==> src/rtl/mem_stage_lsu_if.sv <==
// rtl/mem_stage_lsu_if.sv - data-memory request/response bus between the LSU and the memory
interface mem_stage_lsu_if;
    logic        dm_req;
    logic [31:0] dm_addr;
    logic        dm_web;
    logic [31:0] dm_bweb;
    logic [31:0] dm_wdata;
    logic        dm_ready;
    logic [31:0] dm_rdata;

    modport master (
        output dm_req, dm_addr, dm_web, dm_bweb, dm_wdata,
        input  dm_ready, dm_rdata
    );

    modport slave (
        input  dm_req, dm_addr, dm_web, dm_bweb, dm_wdata,
        output dm_ready, dm_rdata
    );
endinterface

==> src/rtl/mem_stage_lsu.sv <==
// rtl/mem_stage_lsu.sv - MEM-stage load/store unit, optional misalignment trap via LSU_MISALIGN_TRAP_EN
module mem_stage_lsu (
    input  logic                   clk,
    input  logic                   rst,
    input  logic [6:0]             M_op,
    input  logic [2:0]             M_funct3,
    input  logic [4:0]             M_rd,
    input  logic                   M_reg_write_enable,
    input  logic                   M_wb_data_sel,
    input  logic                   M_web,
    input  logic [31:0]            M_dm_write_enable,
    input  logic [31:0]            M_alu_out,
    input  logic [31:0]            M_dm_data,
    mem_stage_lsu_if.master        dm,
    output logic                   mem_stall,
    output logic [4:0]             W_rd,
    output logic                   W_reg_write_enable,
    output logic                   W_wb_data_sel,
    output logic [31:0]            W_alu_out,
    output logic [31:0]            W_ld_data,
    output logic                   misalign_err
);
    typedef enum logic {IDLE, BUSY} state_t;

    state_t      state_q, state_d;
    logic        capture, complete, trap;
    logic        is_load, is_store, is_access, misalign;

    logic [31:0] addr_q, wdata_q, bweb_q;
    logic        web_q, load_q, we_q, sel_q;
    logic [2:0]  f3_q;
    logic [4:0]  rd_q;

    logic [4:0]  w_rd_q;
    logic        w_we_q, w_sel_q;
    logic [31:0] w_alu_q, w_ld_q;

    assign is_load   = (M_op == 7'b0000011);
    assign is_store  = (M_op == 7'b0100011);
    assign is_access = is_load | is_store;

`ifdef LSU_MISALIGN_TRAP_EN
    logic misalign_err_q;
    assign misalign = is_access &&
                      (((M_funct3[1:0] == 2'b01) && M_alu_out[0]) ||
                       ((M_funct3[1:0] == 2'b10) && (M_alu_out[1:0] != 2'b00)));
    assign misalign_err = misalign_err_q;

    // One-cycle trap pulse registered alongside the bubbled write-back
    always_ff @(posedge clk or posedge rst) begin
        if (rst) misalign_err_q <= 1'b0;
        else     misalign_err_q <= trap;
    end
`else
    assign misalign     = 1'b0;
    assign misalign_err = 1'b0;
`endif

    // Byte lane picks addr[1:0], half lane picks addr[1]; unknown funct3 returns the word
    function automatic logic [31:0] extract(input logic [2:0] f3, input logic [1:0] a,
                                            input logic [31:0] w);
        logic [7:0]  b;
        logic [15:0] h;
        b = w[{a, 3'b000} +: 8];
        h = a[1] ? w[31:16] : w[15:0];
        case (f3)
            3'd0:    return {{24{b[7]}}, b};
            3'd1:    return {{16{h[15]}}, h};
            3'd4:    return {24'd0, b};
            3'd5:    return {16'd0, h};
            default: return w;
        endcase
    endfunction

    // State register
    always_ff @(posedge clk or posedge rst) begin
        if (rst) state_q <= IDLE;
        else     state_q <= state_d;
    end

    // Next state and stall: capture in IDLE, wait for dm_ready in BUSY
    always_comb begin
        state_d   = state_q;
        mem_stall = 1'b0;
        capture   = 1'b0;
        complete  = 1'b0;
        trap      = 1'b0;
        case (state_q)
            IDLE: begin
                if (is_access) begin
                    if (misalign) begin
                        trap = 1'b1;
                    end else begin
                        capture   = 1'b1;
                        mem_stall = 1'b1;
                        state_d   = BUSY;
                    end
                end
            end
            BUSY: begin
                if (dm.dm_ready) begin
                    complete = 1'b1;
                    state_d  = IDLE;
                end else begin
                    mem_stall = 1'b1;
                end
            end
            default: state_d = IDLE;
        endcase
    end

    // Access capture; these registers drive the memory bus for the whole BUSY phase
    always_ff @(posedge clk or posedge rst) begin
        if (rst) begin
            addr_q  <= 32'd0;
            wdata_q <= 32'd0;
            bweb_q  <= 32'hFFFF_FFFF;
            web_q   <= 1'b1;
            load_q  <= 1'b0;
            f3_q    <= 3'd0;
            rd_q    <= 5'd0;
            we_q    <= 1'b0;
            sel_q   <= 1'b0;
        end else if (capture) begin
            addr_q  <= M_alu_out;
            wdata_q <= M_dm_data;
            bweb_q  <= M_dm_write_enable;
            web_q   <= M_web;
            load_q  <= is_load;
            f3_q    <= M_funct3;
            rd_q    <= M_rd;
            we_q    <= M_reg_write_enable;
            sel_q   <= M_wb_data_sel;
        end
    end

    // Write-back register: completion, bubble while stalled, or pass-through
    always_ff @(posedge clk or posedge rst) begin
        if (rst) begin
            w_rd_q  <= 5'd0;
            w_we_q  <= 1'b0;
            w_sel_q <= 1'b0;
            w_alu_q <= 32'd0;
            w_ld_q  <= 32'd0;
        end else if (complete) begin
            w_rd_q  <= rd_q;
            w_we_q  <= we_q;
            w_sel_q <= sel_q;
            w_alu_q <= addr_q;
            w_ld_q  <= load_q ? extract(f3_q, addr_q[1:0], dm.dm_rdata) : 32'd0;
        end else if (mem_stall) begin
            w_we_q  <= 1'b0;
        end else begin
            w_rd_q  <= M_rd;
            w_we_q  <= M_reg_write_enable & ~trap;
            w_sel_q <= M_wb_data_sel;
            w_alu_q <= M_alu_out;
        end
    end

    assign dm.dm_req   = (state_q == BUSY);
    assign dm.dm_addr  = addr_q;
    assign dm.dm_wdata = wdata_q;
    assign dm.dm_web   = (state_q == BUSY) ? web_q  : 1'b1;
    assign dm.dm_bweb  = (state_q == BUSY) ? bweb_q : 32'hFFFF_FFFF;

    assign W_rd               = w_rd_q;
    assign W_reg_write_enable = w_we_q;
    assign W_wb_data_sel      = w_sel_q;
    assign W_alu_out          = w_alu_q;
    assign W_ld_data          = w_ld_q;
endmodule

==> src/flat_wrapper.sv <==
// flat-port wrapper written by rule: the top's interface ports become plain ports
module mem_stage_lsu_flat 
  (clk, rst, M_op, M_funct3, M_rd, M_reg_write_enable, M_wb_data_sel, M_web, M_dm_write_enable, M_alu_out, M_dm_data, mem_stall, W_rd, W_reg_write_enable, W_wb_data_sel, W_alu_out, W_ld_data, misalign_err, dm_dm_req, dm_dm_addr, dm_dm_web, dm_dm_bweb, dm_dm_wdata, dm_dm_ready, dm_dm_rdata);
  mem_stage_lsu_if dm_i ();
  input  logic clk;
  input  logic rst;
  input  logic [6:0] M_op;
  input  logic [2:0] M_funct3;
  input  logic [4:0] M_rd;
  input  logic M_reg_write_enable;
  input  logic M_wb_data_sel;
  input  logic M_web;
  input  logic [31:0] M_dm_write_enable;
  input  logic [31:0] M_alu_out;
  input  logic [31:0] M_dm_data;
  output logic mem_stall;
  output logic [4:0] W_rd;
  output logic W_reg_write_enable;
  output logic W_wb_data_sel;
  output logic [31:0] W_alu_out;
  output logic [31:0] W_ld_data;
  output logic misalign_err;
  output wire logic [$bits(dm_i.dm_req)-1:0] dm_dm_req;
  output wire logic [$bits(dm_i.dm_addr)-1:0] dm_dm_addr;
  output wire logic [$bits(dm_i.dm_web)-1:0] dm_dm_web;
  output wire logic [$bits(dm_i.dm_bweb)-1:0] dm_dm_bweb;
  output wire logic [$bits(dm_i.dm_wdata)-1:0] dm_dm_wdata;
  input wire logic [$bits(dm_i.dm_ready)-1:0] dm_dm_ready;
  input wire logic [$bits(dm_i.dm_rdata)-1:0] dm_dm_rdata;
  assign dm_dm_req = dm_i.dm_req;
  assign dm_dm_addr = dm_i.dm_addr;
  assign dm_dm_web = dm_i.dm_web;
  assign dm_dm_bweb = dm_i.dm_bweb;
  assign dm_dm_wdata = dm_i.dm_wdata;
  assign dm_i.dm_ready = dm_dm_ready;
  assign dm_i.dm_rdata = dm_dm_rdata;
  mem_stage_lsu u_core (.clk(clk), .rst(rst), .M_op(M_op), .M_funct3(M_funct3), .M_rd(M_rd), .M_reg_write_enable(M_reg_write_enable), .M_wb_data_sel(M_wb_data_sel), .M_web(M_web), .M_dm_write_enable(M_dm_write_enable), .M_alu_out(M_alu_out), .M_dm_data(M_dm_data), .dm(dm_i), .mem_stall(mem_stall), .W_rd(W_rd), .W_reg_write_enable(W_reg_write_enable), .W_wb_data_sel(W_wb_data_sel), .W_alu_out(W_alu_out), .W_ld_data(W_ld_data), .misalign_err(misalign_err));
endmodule
==> config.mk <==
export PLATFORM = sky130hd
export DESIGN_NAME = mem_stage_lsu_flat
export DESIGN_NICKNAME = d
export VERILOG_FILES = /design/src/rtl/mem_stage_lsu_if.sv /design/src/rtl/mem_stage_lsu.sv /design/src/flat_wrapper.sv
export SDC_FILE = /design/constraint.sdc
export NUM_CORES = 1
export LEC_CHECK = 0
export ABC_AREA = 1
export CORE_ASPECT_RATIO = 2
export CORE_MARGIN = 2
export CORE_UTILIZATION = 44
export CTS_CLUSTER_SIZE = 28
export DETAILED_ROUTE_END_ITERATION = 7
export GPL_TIMING_DRIVEN = 1
export PLACE_DENSITY = 0.92
export SYNTH_ARGS = -nofsm -noshare
export SYNTH_HDL_FRONTEND = slang
export SYNTH_SLANG_ARGS = --single-unit
export TNS_END_PERCENT = 100
==> constraint.sdc <==
create_clock -name clk -period 7.6 [get_ports clk]
set_clock_uncertainty 0.1 [all_clocks]
set_input_delay 1.52 -clock clk [delete_from_list [all_inputs] [get_ports clk]]
set_output_delay 1.52 -clock clk [all_outputs]
set_load 0.01 [all_outputs]
==> run metrics <==
Resized cells post-CTS 0; mux contribution to synthesized area 0; top-count cell post-synth nand2_1; critical path's top delay family buffers and inverters; status finished, final reports clean; RR Endpoint u_core.W_ld_data[28]; EDFF count, synth 0; main combinational cell family by area after synthesis simple AND/OR/NAND/NOR gates; CTS H-tree depth 4; CTS Buffer Depth 2; Die ar. 19800 µm²; period utilization 0.719; top cells by area, synth dfrtp_1, nand2_1, dfstp_2; initial antenna violation count 1; DP HPWL 17.8 mm; largest net degree at the start of global routing 121; Initial Util 0.447; PwrDens 219 nW/µm²; Yosys Warn Count 0; vias in the first global route 7527; vias per cell 5.07; Port Buffer Count 318; via count 7662; clock latency on the worst-skew pair 0.42 ns; syn_nets 1150; clock root buffer clkbuf_16; Final Hold Viols 0; Inserted Clock Buffers 17; Syn Std Cell Area 8190 µm²; first-pass GRT wire length 39.0 mm; Multi-input gate area 2980 µm²; CP Launch Point M_op[1]; RSZ-0062 raised after global routing no; crit path cell chain clkdlybuf4s50_1 -> nand2_1 -> nor3_4 -> buf_4 -> nand2_8 -> o21ai_4 -> clkdlybuf4s50_1; P_int 1.86 mW; RePlAce Congestion 0.919; final core utilization 0.653; grt total ovfl 0; Mapped Cells 1001; Netlist cell types 23; critical path fanouts, max 84; Worst setup EP type output port; wirelength, routed 25.3 mm; crit path max-delay cell type clkdlybuf4s50_1; max_cap viols 0; top sig layer met4; DRT iter0 DRCs 341; max_slew headroom 0.253; M1 wire length 9.23 mm; Syn Area/Cell 8.18 µm²; TNS Setup 0 ns; HP Class flop to flop; leading area contributor after synthesis dfrtp_1; io pins 320; Critical Path RT 5.98 ns; Area growth syn-to-layout 46.0%; Die Wd 100 µm; Sw Share 0.292; Max Fclk 183 MHz; synth cell count leaders nand2_1, dfrtp_1, o21ai_0; CP peak stage delay 0.57 ns; Main synth FF type dfrtp_1; clock-pin slew on the worst setup and hold paths 0.07 ns; adder-cell share of the synthesized area 0; die height 197 µm; flip-flop and latch area 4550 µm²; min Tclk post-route 5.46 ns; Synth Register Bits 180; crit-path most repeated cell clkdlybuf4s50_1; crit start category input port; arrival time worst endpoint 3.84 ns; Crit path depth 7; Sw Pwr 0.766 mW; postcts setup bufs 0; LEAKAGE 5.71 nW; fin nets 1429; Slew Limit Fails 0; HP Start u_core.bweb_q[31]; All-Layer GR Usage 0.255; DRC 0; Final ANT Viol Nets 0; hold depth 2; worst slew pin tran 1.12 ns; post-synthesis xor/xnor area fraction 0; Setup CP Type input port to output port; cts hold-fix bufs 0; Avg WL per Cell 16.7 µm; maximum vdd ir drop 0.145 mV; Filler Cell Count 1394; final setup vio count 0; Setup crit end mem_stall; combinational group share of total power 0.226; Reg2Reg Depth 7; CTS tree built; CTS sink cnt 180; Synth Area in Simple Gates 0.220; Clk pwr share 0.311; met3 WL post-DR 1.49 mm; sequential share of the synthesized area 0.555; DRT Pass-1 Iters 5; Seq pwr share 0.463; share of cells above drive strength 1 0.0843; met2 WL post-DR 13.0 mm; num rows 70; CP bufs+invs 3; Reg2Reg Setup Slack 4.62 ns; Synth Area in Compound Gates 0.139; RR Startpoint u_core.dm.dm_req; share of the synthesized area in the top cell type 0.449; asr flop ratio synth 1.00; core area 18300 µm²
==> state kept, by name (all words and copies together) (netlist names) <==
signal	flops
u_core.W_ld_data	32
u_core.load_q	1
u_core.dm.dm_addr	32
u_core.f3_q	3
u_core.W_reg_write_enable	1
u_core.rd_q	5
u_core.dm.dm_req	1
u_core.W_alu_out	32
u_core.we_q	1
u_core.dm.dm_wdata	32
u_core.sel_q	1
u_core.W_rd	5
u_core.W_wb_data_sel	1
u_core.bweb_q	32
u_core.web_q	1
==> metrics by stage <==
step                cell area, µm²  worst slack (ns)  hold WS [ns]  power, mW  instances
CTS                          11900              2.13         0.376       2.64       1509
detailed placement           11400              2.13         0.362       1.82       1477
global placement             11400              2.14         0.354       1.80       1477
global route                 12000              1.99         0.391       2.74       1511
finish                       12000              2.14         0.370       2.62       1512
floorplan                     8190              1.15         0.340       1.47       1001
==> cells by family (layout without fill, tap and decap cells) <==
logic type,Yosys count,count (layout)
AOI/OAI and AO/OA,199,199
DFF,180,180
and+or+nand+nor,454,454
buffers and inverters,167,459
other,1,4
==> final cells by class <==
class,count,share of cell area
multi-input cells,654,0.249
well taps,216,0.0226
flip-flops and latches,180,0.380
inverters,103,0.0328
diodes,3,0.000628
repair buffers,324,0.270
clock inverters,12,0.00691
clock buffers,20,0.0374
==> power by group through the flow <==
| stage | combinational (mW) | clock (mW) | sequential [mW] |
|---|---|---|---|
| final | 0.593 | 0.816 | 1.21 |
| after global routing | 0.646 | 0.864 | 1.23 |
| after CTS | 0.597 | 0.829 | 1.21 |
| after global placement | 0.578 | 0 | 1.22 |
| after floorplan | 0.223 | 0 | 1.24 |
| after detailed placement | 0.594 | 0 | 1.23 |
==> worst min-delay path by stage <==
stage,end,slack [ns]
after floorplan,u_core.bweb_q[31],0.34
after global placement,u_core.dm.dm_wdata[9],0.35
after detailed placement,u_core.dm.dm_wdata[9],0.36
after CTS,u_core.web_q,0.38
after global routing,u_core.dm.dm_wdata[2],0.39
final,u_core.bweb_q[31],0.37
==> per-layer routing <==
layer / vias to the layer above / track usage
li1: 3693 / -
met1: 3533 / 0.294
met2: 340 / 0.420
met3: 96 / 0.0557
met4: 0 / 0.169
met5: - / 0
==> layout by cell type (no fill, tap or decap), types with 7 or more instances in the layout <==
cell | netlist | layout
nand2_1 | 342 | 341
clkdlybuf4s50_1 | 0 | 318
dfrtp_1 | 147 | 147
o21ai_0 | 104 | 104
inv_1 | 103 | 102
nand3_1 | 55 | 55
nor2_1 | 51 | 51
a21oi_1 | 34 | 34
a21oi_2 | 33 | 33
dfstp_2 | 33 | 33
o21ai_1 | 20 | 20
clkbuf_16 | 0 | 17
o211ai_1 | 7 | 7
==> tightest hold or removal path: cells and delay by family, from the launching register on <==
kind	cells	cell delay [ns]
AND/OR/NAND/NOR	2	0.10
flip-flops	1	0.37
Power figures use the tool's default switching activity.
